===== src/rtl/boothmul_pkg.sv =====
// boothmul_pkg
//   Shared types and helpers for the pipelined radix-2 Booth multiplier.
//   booth_op_t       : recoded action for one multiplier bit pair
//   booth_decode()   : maps {x[i], x[i-1]} to a booth_op_t
//   boothmul_latency : input-accept to output-valid distance in cycles
package boothmul_pkg;

    typedef enum logic [1:0] {
        BOOTH_NOP = 2'd0,
        BOOTH_ADD = 2'd1,
        BOOTH_SUB = 2'd2
    } booth_op_t;

    function automatic booth_op_t booth_decode(input logic [1:0] pair);
        booth_op_t op;
        case (pair)
            2'b01:   op = BOOTH_ADD;
            2'b10:   op = BOOTH_SUB;
            default: op = BOOTH_NOP;
        endcase
        return op;
    endfunction

    // Operand register, WIDTH+1 Booth steps, then the output register.
    function automatic int boothmul_latency(input int width);
        return width + 2;
    endfunction

endpackage


===== src/rtl/booth_step.sv =====
// booth_step
//   One Booth recoding stage of boothmul_pipe. Looks at the two low bits of
//   the pre-shifted multiplier ({x[STEP], x[STEP-1]}), adds or subtracts the
//   multiplicand weighted by 2^STEP into the partial sum, and registers
//   everything for the next stage. All registers hold while adv is low.
// Ports
//   clk, rst          clock, asynchronous active-low reset
//   adv               global pipeline advance
//   validIn/validOut  stage occupancy
//   tagIn/tagOut      per-operation accumulate tag, carried untouched
//   mcandIn/Out       multiplicand, already extended to WIDTH+1 bits
//   mplierIn/Out      multiplier with x[-1]=0 appended, shifted right per stage
//   psumIn/Out        2*WIDTH+2 bit partial sum
module booth_step
    import boothmul_pkg::*;
#(
    parameter int WIDTH = 8,
    parameter int STEP  = 0
) (
    input  logic                 clk,
    input  logic                 rst,
    input  logic                 adv,
    input  logic                 validIn,
    input  logic                 tagIn,
    input  logic [WIDTH:0]       mcandIn,
    input  logic [WIDTH+1:0]     mplierIn,
    input  logic [2*WIDTH+1:0]   psumIn,
    output logic                 validOut,
    output logic                 tagOut,
    output logic [WIDTH:0]       mcandOut,
    output logic [WIDTH+1:0]     mplierOut,
    output logic [2*WIDTH+1:0]   psumOut
);

    localparam int PW = 2*WIDTH + 2;

    booth_op_t       op;
    logic [PW-1:0]   addend;
    logic [PW-1:0]   psumNext;

    // The extended multiplicand is already in two's complement form for both
    // modes, so plain sign extension to the partial-sum width is correct.
    assign addend = {{(PW-WIDTH-1){mcandIn[WIDTH]}}, mcandIn} << STEP;
    assign op     = booth_decode(mplierIn[1:0]);

    always_comb begin
        psumNext = psumIn;
        case (op)
            BOOTH_ADD: psumNext = psumIn + addend;
            BOOTH_SUB: psumNext = psumIn - addend;
            default:   psumNext = psumIn;
        endcase
    end

    always_ff @(posedge clk or negedge rst) begin
        if (!rst) begin
            validOut  <= 1'b0;
            tagOut    <= 1'b0;
            mcandOut  <= '0;
            mplierOut <= '0;
            psumOut   <= '0;
        end else if (adv) begin
            validOut  <= validIn;
            tagOut    <= tagIn;
            mcandOut  <= mcandIn;
            mplierOut <= mplierIn >> 1;
            psumOut   <= psumNext;
        end
    end

endmodule


===== src/rtl/boothmul_pipe.sv =====
// boothmul_pipe
//   Fully pipelined radix-2 Booth multiplier, one operation per cycle.
//   Per-operation signed/unsigned mode, valid/ready handshake with a single
//   global advance that stalls the whole pipeline, results in issue order.
//   Latency WIDTH+2 cycles from acceptance to out_valid.
//   Optional build macro BOOTHMUL_ACC_EN adds the in_acc port and an
//   accumulator that sums results modulo 2^(2*WIDTH).
// Ports
//   clk, rst             clock, asynchronous active-low reset
//   in_valid / in_ready  operand handshake; in_ready is the global advance
//   in_signed            1: both operands two's complement, 0: both unsigned
//   w2mul                multiplicand
//   x2mul                multiplier (Booth-recoded operand)
//   in_acc               accumulate tag (BOOTHMUL_ACC_EN only)
//   out_valid/out_ready  result handshake
//   mul2acc              product, or running sum when accumulating
module boothmul_pipe
    import boothmul_pkg::*;
#(
    parameter int WIDTH = 8
) (
    input  logic               clk,
    input  logic               rst,
    input  logic               in_valid,
    output logic               in_ready,
    input  logic               in_signed,
    input  logic [WIDTH-1:0]   w2mul,
    input  logic [WIDTH-1:0]   x2mul,
`ifdef BOOTHMUL_ACC_EN
    input  logic               in_acc,
`endif
    output logic               out_valid,
    input  logic               out_ready,
    output logic [2*WIDTH-1:0] mul2acc
);

    localparam int LATENCY = boothmul_latency(WIDTH);
    localparam int NSTEPS  = LATENCY - 1;
    localparam int PW      = 2*WIDTH + 2;

    logic                adv;
    logic                accTag;

    logic                validChain  [0:NSTEPS];
    logic                tagChain    [0:NSTEPS];
    logic [WIDTH:0]      mcandChain  [0:NSTEPS];
    logic [WIDTH+1:0]    mplierChain [0:NSTEPS];
    logic [PW-1:0]       psumChain   [0:NSTEPS];

    logic                s0Valid;
    logic                s0Tag;
    logic [WIDTH:0]      s0Mcand;
    logic [WIDTH+1:0]    s0Mplier;

    logic                outValid;
    logic                outTag;
    logic [2*WIDTH-1:0]  outProd;
    logic                unusedTail;

    // Advance depends only on the output register and out_ready, so a
    // stalled consumer freezes every stage at once.
    assign adv       = out_ready | ~outValid;
    assign in_ready  = adv;
    assign out_valid = outValid;

`ifdef BOOTHMUL_ACC_EN
    assign accTag = in_acc;
`else
    assign accTag = 1'b0;
`endif

    // Stage 0: extend operands by one bit so that both modes become signed
    // (WIDTH+1)-bit arithmetic, and append x[-1]=0 below the multiplier.
    always_ff @(posedge clk or negedge rst) begin
        if (!rst) begin
            s0Valid  <= 1'b0;
            s0Tag    <= 1'b0;
            s0Mcand  <= '0;
            s0Mplier <= '0;
        end else if (adv) begin
            s0Valid  <= in_valid;
            s0Tag    <= accTag;
            s0Mcand  <= {in_signed & w2mul[WIDTH-1], w2mul};
            s0Mplier <= {in_signed & x2mul[WIDTH-1], x2mul, 1'b0};
        end
    end

    assign validChain[0]  = s0Valid;
    assign tagChain[0]    = s0Tag;
    assign mcandChain[0]  = s0Mcand;
    assign mplierChain[0] = s0Mplier;
    assign psumChain[0]   = '0;

    for (genvar g = 0; g < NSTEPS; g++) begin : gStep
        booth_step #(
            .WIDTH (WIDTH),
            .STEP  (g)
        ) uStep (
            .clk       (clk),
            .rst       (rst),
            .adv       (adv),
            .validIn   (validChain[g]),
            .tagIn     (tagChain[g]),
            .mcandIn   (mcandChain[g]),
            .mplierIn  (mplierChain[g]),
            .psumIn    (psumChain[g]),
            .validOut  (validChain[g+1]),
            .tagOut    (tagChain[g+1]),
            .mcandOut  (mcandChain[g+1]),
            .mplierOut (mplierChain[g+1]),
            .psumOut   (psumChain[g+1])
        );
    end

    // Output register: the only thing the consumer sees, so out_valid and
    // the product never depend combinationally on any input.
    always_ff @(posedge clk or negedge rst) begin
        if (!rst) begin
            outValid <= 1'b0;
            outTag   <= 1'b0;
            outProd  <= '0;
        end else if (adv) begin
            outValid <= validChain[NSTEPS];
            outTag   <= tagChain[NSTEPS];
            outProd  <= psumChain[NSTEPS][2*WIDTH-1:0];
        end
    end

`ifdef BOOTHMUL_ACC_EN
    logic [2*WIDTH-1:0] accQ;

    assign mul2acc = outTag ? (accQ + outProd) : outProd;

    always_ff @(posedge clk or negedge rst) begin
        if (!rst) begin
            accQ <= '0;
        end else if (outValid && out_ready) begin
            accQ <= mul2acc;
        end
    end

    assign unusedTail = ^{psumChain[NSTEPS][PW-1:2*WIDTH],
                          mcandChain[NSTEPS], mplierChain[NSTEPS]};
`else
    assign mul2acc = outProd;

    assign unusedTail = ^{psumChain[NSTEPS][PW-1:2*WIDTH],
                          mcandChain[NSTEPS], mplierChain[NSTEPS], outTag};
`endif

endmodule


===== config.mk =====
export PLATFORM = sky130hd
export DESIGN_NAME = boothmul_pipe
export DESIGN_NICKNAME = d
export VERILOG_FILES = /design/src/rtl/boothmul_pkg.sv /design/src/rtl/booth_step.sv /design/src/rtl/boothmul_pipe.sv
export SDC_FILE = /design/constraint.sdc
export NUM_CORES = 1
export LEC_CHECK = 0
export CAP_MARGIN = 15
export CORE_MARGIN = 4
export CORE_UTILIZATION = 60
export CTS_CLUSTER_DIAMETER = 100
export DETAILED_ROUTE_END_ITERATION = 12
export PLACE_DENSITY = 0.75
export REMOVE_ABC_BUFFERS = 1
export SYNTH_ARGS = -nofsm -noshare
export SYNTH_HDL_FRONTEND = slang
export SYNTH_SLANG_ARGS = --single-unit

===== constraint.sdc =====
create_clock -name clk -period 7.1 [get_ports clk]
set_input_delay 1.42 -clock clk [delete_from_list [all_inputs] [get_ports clk]]
set_output_delay 1.42 -clock clk [all_outputs]
set_load 0.03 [all_outputs]

After elaboration in Yosys (flattened, before gate mapping):

Cells that the tools add are included.

* muxes and demuxes: 18
* $add $sub $neg: 17
* reduce and logical (&&, ||, !) cells: 0
* divide/modulo/power cells: 0
* eq/ne operators: 34
* shift-type cells: 0
* bitwise gates (word level): 4
* $lt $le $gt $ge: 0
* multiply operators: 0

Operator list (count)
* 16-bit case mux with 2 select lines: 9
* 16-bit adder: 8
* 16-bit subtractor: 8
* 2-bit by 1-bit equality test with 1-bit output (second input constant): 17
* 2-bit equality test (second input constant): 17
* 2-bit case mux with 2 select lines: 8
* 1-bit by 9-bit subtractor with 10-bit output (first input constant): 1
* 1-bit bitwise AND: 2
* 2-bit 2-to-1 mux: 1
* 1-bit inverter: 1
* 1-bit OR: 1

* word-level logic and storage cells: 112
* output and inout bits: 18
* bits in writable memories: 0
* memories kept: 0
* ROM bits: 0
* bits in latches: 0
* input bits: 21
* flip-flop bits (word level): 304

Depth between registers and ports, before layout:

* depth in word-level cells: 4
* depth in mapped cells: 14
* mapped depth without buffers: 14

Modules after synthesis:

From an unflattened synthesis, not the netlist that was laid out.

* cells, all modules: 2260
* area total of the unflattened synthesis: 23388.7 µm²

By module, submodules not included
* booth_step (gStep[0].uStep): sequential area each 950.9 µm², instances 1, area each 2765.2 µm², cells each 289
* booth_step (gStep[1].uStep): sequential area each 950.9 µm², instances 1, area each 2718.9 µm², cells each 291
* booth_step (gStep[2].uStep): sequential area each 950.9 µm², instances 1, area each 2517.4 µm², cells each 259
* booth_step (gStep[3].uStep): sequential area each 950.9 µm², instances 1, area each 2506.2 µm², cells each 257
* booth_step (gStep[4].uStep): sequential area each 950.9 µm², instances 1, area each 2366.0 µm², cells each 232
* booth_step (gStep[5].uStep): sequential area each 950.9 µm², instances 1, area each 2327.2 µm², cells each 222
* booth_step (gStep[7].uStep): sequential area each 950.9 µm², instances 1, area each 2245.9 µm², cells each 215
* booth_step (gStep[6].uStep): sequential area each 950.9 µm², instances 1, area each 2235.9 µm², cells each 215
* booth_step (gStep[8].uStep): sequential area each 950.9 µm², instances 1, area each 2205.9 µm², cells each 198
* boothmul_pipe: sequential area each 900.9 µm², instances 1, area each 1500.2 µm², cells each 82

Worst setup path before layout:

OpenSTA, ideal clock, no wires.

* path type: input to output
* start point: input out_ready
* end point: output in_ready
* required time: 5680 ps
* stages on the path: 5
* buffers on the path: 3
* data arrival time: 2474 ps
* setup slack: 3206 ps
* path through: nor2b_1 > clkbuf_1 > inv_2 > clkbuf_1 > clkbuf_1

* cells in the longest elaborated chain, start to end: 1

Ends and longest elaborated chain
* start: declaration: line boothmul_pipe.sv:33 `input logic out_ready,`
* 1-bit OR: line boothmul_pipe.sv:62 `assign adv = out_ready | ~outValid;`
* end: declaration: line boothmul_pipe.sv:25 `output logic in_ready,`

No other way between the ends.

Final worst setup path:

Same ends and word-level chain as after synthesis.

==> results.sh <==
export IMPL_setup_viol=0
export IMPL_final_cell_mix="559 x nand2_1, 298 x dfrtp_1, 167 x a21oi_1"
export IMPL_place_gp_congestion=0.8344
export IMPL_track_usage_pct=22.42
export IMPL_drc=0
export IMPL_dp_cells=2288
export IMPL_rows=60
export IMPL_fillers=2252
export IMPL_syn_to_final_growth_pct=10.26
export IMPL_die_h_um=174.9
export IMPL_fp_coreArea_um2=27180
export IMPL_finalCritPeriodShare_pct=66.84
export IMPL_drv_cap=0
export IMPL_rr_worst_depth=12
export IMPL_hold_viol=0
export IMPL_insertion_delay_ns=0.52
export IMPL_post_cts_resized=0
export IMPL_fmaxAchievable_ghz=0.2107
export IMPL_critPathCaptureType="output pin"
export IMPL_finalMaxSlewViolations=0
export IMPL_hpwl_um=22830
export IMPL_whs_path_depth=2
export IMPL_rsz0062_at_grt="no"
export IMPL_syn_area_um2=16710
export IMPL_synth_seq_cells=298
export IMPL_drt_total_wl_um=33960
export IMPL_synth_avg_cell_area_um2=8.514
export IMPL_worstSetupStartpointType="input port"
export IMPL_drive_gt1_share_pct=4.049
export IMPL_synthArstFlopShare_pct=100.0
export IMPL_start_util_pct=61.50
export IMPL_multiInputGateArea_um2=8670
export IMPL_synth_top_area_cell="dfrtp_1"
export IMPL_ios=39
export IMPL_min_path_type="reg2reg"
export IMPL_finClkSkew_ns=0.01864
export IMPL_yosys_cell_types_count=58
export IMPL_overflow=0
export IMPL_cts_tree="yes"
export IMPL_yosysTopAreaCellShare_pct=44.62
export IMPL_num_vias=12890
export IMPL_placed_cell_area_um2=17290
export IMPL_grt_pass1_wl_um=58950
export IMPL_first_pass_iters=5
export IMPL_via_per_inst=5.489
export IMPL_ys_seq_area_share_pct=44.62
export IMPL_yosysWarnings=0
export IMPL_crit_required_ns=5.68
export IMPL_fin_cells=2348
export IMPL_reg2reg_slack_ns=3.67
export IMPL_synth_edf_count=0
export IMPL_fin_util_pct=67.80
export IMPL_cp_arrival_ns=3.33
export IMPL_synthCells=1963
export IMPL_tightest_slew_ns=1.091
export IMPL_relSlewSlack_pct=27.30
export IMPL_crit_fanout=148
export IMPL_postCtsHoldBufs=0
export IMPL_die_area_um2=30590
export IMPL_setup_tns_ns=0
export IMPL_routedWlPerCell_um=14.46
export IMPL_fin_crit_ns=4.746
export IMPL_die_w_um=174.9
export IMPL_grt_pass1_vias=12550
export IMPL_grt_max_degree=173
export IMPL_postRouteAntennaNets=0
export IMPL_critPathKind="in2out"
export IMPL_grt_antenna_before_repair=0
export IMPL_diodes=0
export IMPL_clkSinkCount=298
export IMPL_synthTopCellsByArea="dfrtp_1 45%, nand2_1 13%, ha_1 7.6%"
export IMPL_cts_root_buffer="clkbuf_16"
export IMPL_clk_pin_slew_ns=0.06
export IMPL_ys_flop_type="dfrtp_1"
export IMPL_finalInstanceArea_um2=18430
export IMPL_cts_made_buffers=34
export IMPL_status="finished, final reports clean"
export IMPL_port_buffers=38
export IMPL_cts_setup_buffers=0
export IMPL_regArea_um2=7457
export IMPL_h_tree_depth=2
export IMPL_clockBufferDepth=3
export IMPL_finalNetCount=2082
export IMPL_drt_iter0_markers=781
export IMPL_mostFrequentLayoutCell="nand2_1"
cells in the mapped netlist, types with 3 or more instances:
cell type and number:
nand2_1 559, dfrtp_1 298, a21oi_1 167, nor2_1 158
o21ai_0 115, ha_1 101, xnor2_1 100, clkbuf_1 80
inv_1 66, nor3_1 33, xor2_1 33, mux2i_1 30
a31oi_1 20, o21a_1 20, a21o_1 18, nand2b_1 17
nor2b_1 15, buf_1 11, a211oi_1 10, nand3_1 9
o21bai_1 9, fa_1 8, mux2_2 6, or3_1 6
and3_1 5, nand3b_1 5, o31ai_1 5, a221o_1 4
nor4_1 4, o211ai_1 4, a2111oi_2 3, a21oi_2 3
a41oi_1 3, nor3b_1 3, nor4b_1 3, o22ai_1 3
o31a_1 3
routing by layer:
| layer | GRT usage (%) | part of all wire [%] |
|---|---|---|
| met1 | 30.41 | 46 |
| met2 | 39.07 | 49 |
| met3 | 2.748 | 3.1 |
| met4 | 4.877 | 1.7 |
| met5 | 0 | 0 |
sequential cells by signal, indices dropped and copies added (netlist names):
signal	cells
gStep.uStep.validOut	9
s0Mplier	9
s0Mcand	9
out_valid	1
gStep.uStep.mplierOut	44
gStep.uStep.mcandOut	71
mul2acc	16
s0Valid	1
gStep.uStep.psumOut	138
path summary, 6_finish.rpt:
path                                             startpoint                         end
worst max-delay path                              out_ready                    in_ready
worst min-delay path                gStep[8].uStep.validOut     gStep[8].uStep.validOut
worst max register to register  gStep[3].uStep.mplierOut[0]  gStep[4].uStep.psumOut[15]
worst min register to register      gStep[8].uStep.validOut     gStep[8].uStep.validOut
max in group asynchronous                               rst  gStep[5].uStep.mcandOut[2]
min in group asynchronous                               rst   gStep[5].uStep.psumOut[6]
through the flow:
step,hold slack (ns),worst slack (ns)
after floorplan,0.4300,-12.59
after global placement,0.4484,2.252
after detailed placement,0.4486,2.170
after CTS,0.4612,2.274
after global routing,0.4752,2.197
final,0.4579,2.354
critical path, stage by stage:
cell	delay [ns]
clkdlybuf4s50_1	0.50
nor2b_4	0.07
inv_8	0.50
clkdlybuf4s50_1	0.83
cell type report:
cell class	instances	area share, %
Tap cell	372	2.526
Multi-Input combinational cell	1507	47.05
Inverter	67	1.406
Sequential cell	298	40.47
Timing Repair Buffer	44	2.404
Clock buffer	51	5.507
Clock inverter	9	0.6383
kinds of logic after synthesis:
group | after synthesis | share of synthesized area [%]
AOI/OAI and AO/OA | 399 | 13.88
xor gates and xnor gates | 133 | 6.970
muxes | 36 | 2.201
buffers and inverters | 158 | 3.549
DFF | 298 | 44.62
adders and majority gates | 109 | 8.520
and+or+nand+nor | 830 | 20.26
Power is left out: the tool's default activity adds up to more than one toggle a clock period on the data nets, which glitch-free logic cannot reach.
==> RTL change 1, RTL diff (same settings) <==
`WIDTH` is set to 8 in 2 places; all go to 4.
--- a/src/rtl/booth_step.sv
+++ b/src/rtl/booth_step.sv
@@ -14,7 +14,7 @@
 module booth_step
     import boothmul_pkg::*;
 #(
-    parameter int WIDTH = 8,
+    parameter int WIDTH = 4,
     parameter int STEP  = 0
 ) (
     input  logic                 clk,
--- a/src/rtl/boothmul_pipe.sv
+++ b/src/rtl/boothmul_pipe.sv
@@ -17,7 +17,7 @@
 module boothmul_pipe
     import boothmul_pkg::*;
 #(
-    parameter int WIDTH = 8
+    parameter int WIDTH = 4
 ) (
     input  logic               clk,
     input  logic               rst,
Interface: changed (resized mul2acc, w2mul and x2mul); port bits go from 39 to 23. The function was not compared with the original's and may differ.
==> RTL change 1 against the unedited design <==
  * Sequential cell count down 202
  * Count of clock-buffer cells in the layout down 42
  * Wire length down 72%
  * Design area down 70%
  * Worst setup slack better by 0.24 ns
  * Synthesized area down 70%
Power is not shown: default switching activity piles up to over one toggle a cycle in this logic, so the estimate is an artifact.
==> RTL change 1: results (changes against the unedited design) <==
stage,metric,value,unit,change
status,status,"complete, no violations",,
final_layout,drive_gt1_share,4.32,%,+0.27 points
clocking,path_clk_slew,0.09,ns,+0.03 ns
placed_design,place_hpwl,6630,um,-71%
final_layout,num-multi-input-gates,418,,-72%
synth,yosysSeqAreaShare,48.7,%,+4.0 points
timing,relSlewSlack,40.0,%,+13 points
synth,synth_area_leaders,"dfrtp_1 (49%), nand2_1 (14%), ha_1 (6.8%), o21ai_0 (3.4%), nor2_1 (2.7%)",,
grt,met1_usage,28.3,%,-2.1 points
final_layout,seq_area,2400,sq um,-68%
synth,synthMuxAreaShare,1.90,%,-0.30 points
detailed_routing,num_vias,3753,,-71%
clocking,cts_max_level,3,,+1
detailed_routing,wl_per_cell,14.0,um,-3.3%
placed_design,pre_cts_slack,2.60,ns,+0.432 ns
critical_path,worstRegToRegCells,9,,-3
critical_path,crit_fanout,29,,-80%
synth,synth_adder_area_share,8.47,%,-0.053 points
detailed_routing,totalWireLength,9530,um,-72%
synth,synth_common_cells,"nand2_1 (190), dfrtp_1 (96), nor2_1 (35)",,
detailed_routing,met3_length,259,um,-76%
synth,synth_compound_area_share,11.9,%,-2.0 points
final_layout,multi_input_area_share,42.9,%,-4.1 points
grt,grt_usage,21.2,%,-1.3 points
detailed_routing,wl_met1,4380,um,-72%
synth,syn_inst,564,,-71%
final_layout,buffers_excl_clock,25,,-43%
detailed_routing,routed-wl-met2,4640,um,-72%
final_layout,fin_nets,619,,-70%
final_layout,seq-cell-share,43.9,%,+3.4 points
[RTL change 1: changes by cell type after synthesis, moves of 60 or more]
cell and change:
nor2_1 -123, xnor2_1 -87, nand2_1 -369, dfrtp_1 -202, a21oi_1 -145, ha_1 -74, clkbuf_1 -60, o21ai_0 -81
[RTL change 1: how the worst max path moves through the flow]
stage / start / endpoint / slack, ns / depth (start not counted)
finish: out_ready / in_ready / 2.60 / 4
global placement: out_ready / in_ready / 2.61 / 4
global route: out_ready / in_ready / 2.52 / 4
floorplan: out_ready / in_ready / -0.47 / 2
detailed placement: out_ready / in_ready / 2.60 / 4
CTS: out_ready / in_ready / 2.59 / 4
[RTL change 1: logic make-up after synthesis]
group,count (synthesis)
buf+inv,50
mux,9
fa+ha+maj,31
flops,96
compound gates,96
xor+xnor,17
simple gates,265
[RTL change 1: worst max-delay path, delay by kind of cell]
family	cells	cell delay (ns)
buffers and inverters	3	1.60
AND/OR/NAND/NOR	1	0.05
==> RTL change 2, RTL diff (config.mk and constraints unchanged) <==
Without the edit above. Build with the macro `BOOTHMUL_ACC_EN` defined.
--- a/src/rtl/boothmul_pipe.sv
+++ b/src/rtl/boothmul_pipe.sv
@@ -14,6 +14,8 @@
 //   in_acc               accumulate tag (BOOTHMUL_ACC_EN only)
 //   out_valid/out_ready  result handshake
 //   mul2acc              product, or running sum when accumulating
+`define BOOTHMUL_ACC_EN
+
 module boothmul_pipe
     import boothmul_pkg::*;
 #(
Interface: changed (added in_acc); port bits go from 39 to 40. The function was not compared with the original's and may differ.
==> RTL change 2 against the unedited design <==
  * Worst setup slack got worse by 0.50 ns
  * Sequential cell count up 27
  * Synthesized area grew 14%
  * Maximum frequency is 9.6% lower
  * Worst hold slack better by 0.0034 ns
  * Design area is 13% higher
  * Synthesized cell count grew 13%
  * Cell count grew 12%
  * Wire length increased by 15%
Power is not shown: default switching activity piles up to over one toggle a cycle in this logic, so the estimate is an artifact.
==> RTL change 2: results (changes against the unedited design) <==
stage,metric,value,unit,change
critical_path,crit_fanout,4,,-97%
synth,synthMuxAreaShare,3.28,%,+1.1 points
critical_path,arrival,3.83,ns,+0.50 ns
clocking,cts_setup_buffers,0,,unchanged
synth,synth_compound_area_share,14.5,%,+0.65 points
synth,synth_common_cells,"nand2_1 (616), dfrtp_1 (325), nor2_1 (170)",,
clocking,cts_max_path_buffers,3,,unchanged
min_path,hp-class,reg -> reg,,
clocking,cts_made_buffers,36,,+5.9%
grt,grt_usage,23.0,%,+0.60 points
final_layout,largestRegisters,"gStep.uStep.psumOut: 138 flops, gStep.uStep.mcandOut: 71 flops, gStep.uStep.mplierOut: 44 flops",,
clocking,clock_tree.root_cell,clkbuf_16,,
clocking,clk_latency,0.52,ns,about the same
synth,ys.flop_type,dfrtp_1,,
detailed_routing,totalWireLength,39200,um,+15%
synth,synthXorXnorAreaFrac,6.18,%,-0.79 points
synth,ys_async_sr_fraction,100,%,unchanged
final_layout,fillers,2520,,+12%
placed_design,pre_cts_slack,2.43,ns,+0.265 ns
synth,yosysSeqAreaShare,42.8,%,-1.8 points
synth,yosys.area.top_type,dfrtp_1,,
placed_design,finalWeightedCongestion,0.876,,+5.0%
synth,synth_area_leaders,"dfrtp_1 (43%), nand2_1 (12%), ha_1 (7.6%), xnor2_1 (4.8%), a21oi_1 (3.8%)",,
clocking,cts_max_level,2,,unchanged
timing,fin_worst_skew,0.0139,ns,-0.00475 ns
synth,ys_warn_count,0,,unchanged
timing,worst_pin_slew,1.05,ns,-0.0359 ns
final_layout,drive_gt1_share,4.70,%,+0.65 points
placed_design,numPortBuffers,39,,+2.6%
clocking,post_cts_resized,0,,unchanged
detailed_routing,routed_via_density,5.71,,+4.0%
synth,syn_area_per_cell,8.55,sq um,+0.41%
detailed_routing,firstDrtPassIters,8,,+3
synth,synth_cell_types,72,,+24%
placed_design,place_hpwl,27200,um,+19%
clocking,path_clk_slew,0.06,ns,about the same
final_layout,fin_nets,2355,,+13%
grt,grt_pass1_wl,67700,um,+15%
detailed_routing,wl_per_cell,14.9,um,+3.1%
grt,antenna_found_initial,0,,unchanged
status,status,"complete, no violations",,
final_layout,diodes,0,,unchanged
grt,grt_max_degree,148,,-14%
synth,synth_adder_area_share,8.59,%,+0.074 points
grt,grt_pass1_vias,14800,,+18%
detailed_routing,drt_iter0_drc,828,,+6.0%
==> RTL change 2: changes by cell type in the layout (fill, tap and decap cells not counted), moves of 12 or more <==
cell | before | now
nor2_1 | 158 | 170
mux2i_1 | 30 | 43
nand2_1 | 559 | 616
a21oi_1 | 167 | 145
nor3_1 | 33 | 47
dfrtp_1 | 298 | 325
ha_1 | 101 | 116
==> RTL change 2: logic make-up after synthesis <==
family / Yosys count
multiplexers: 60
adder cells (fa/ha/maj): 125
flip-flops: 325
AO/OA/AOI/OAI: 446
AND/OR/NAND/NOR: 958
XOR/XNOR: 134
buffers and inverters: 173
==> RTL change 2: metrics by stage <==
stage | area, sq um | hold slack, ns
detailed placement | 19600 | 0.454
global placement | 19600 | 0.446
CTS | 20900 | 0.467
finish | 20900 | 0.461
global route | 20900 | 0.483
floorplan | 18600 | 0.430
==> RTL change 2: cell type report <==
type,instances,area share (%)
well taps,396,2.37
repair buffers,51,2.38
inverters,71,1.31
flip-flops and latches,325,39.0
clock inverters,16,1.26
clock buffers,48,4.82
multi-input cells,1723,48.9
==> RTL change 2: critical path, cell delays in order, from the launching register on <==
cell and delay (ns):
dfrtp_1 0.37, ha_1 0.22, inv_1 0.07, fa_1 0.41
nor2b_1 0.13, o21ai_1 0.08, a21boi_1 0.35, o2111ai_1 0.28
a32oi_1 0.42, xnor2_1 0.11, a21oi_1 0.16, clkdlybuf4s50_1 0.70
==> RTL change 2: layer usage <==
layer | vias up | wire, um | GRT usage (%) | part of all wire (%)
met1 | 7158 | 16800 | 28.3 | 43
met5 | - | 0 | 0 | 0
met2 | 248 | 20400 | 42.8 | 52
li1 | 7517 | - | - | -
met3 | 82 | 1070 | 2.56 | 2.7
met4 | 0 | 946 | 6.47 | 2.4
==> RTL change 2: path summary, 6_finish.rpt <==
check,endpoint,cells after the start,start,slack [ns]
worst min-delay path,gStep[8].uStep.validOut$_DFFE_PN0P_,2,gStep[8].uStep.validOut$_DFFE_PN0P_,0.46
worst max-delay path,mul2acc[12],11,outProd[0]$_DFFE_PN0P_,1.85
max in group asynchronous,s0Mplier[8]$_DFFE_PN0P_,2,rst,4.83
min in group asynchronous,gStep[5].uStep.psumOut[13]$_DFFE_PN0P_,1,rst,0.93
worst min register to register,gStep[8].uStep.validOut$_DFFE_PN0P_,2,gStep[8].uStep.validOut$_DFFE_PN0P_,0.46
worst max register to register,gStep[1].uStep.psumOut[14]$_DFFE_PN0P_,12,gStep[0].uStep.mplierOut[0]$_DFFE_PN0P_,3.54
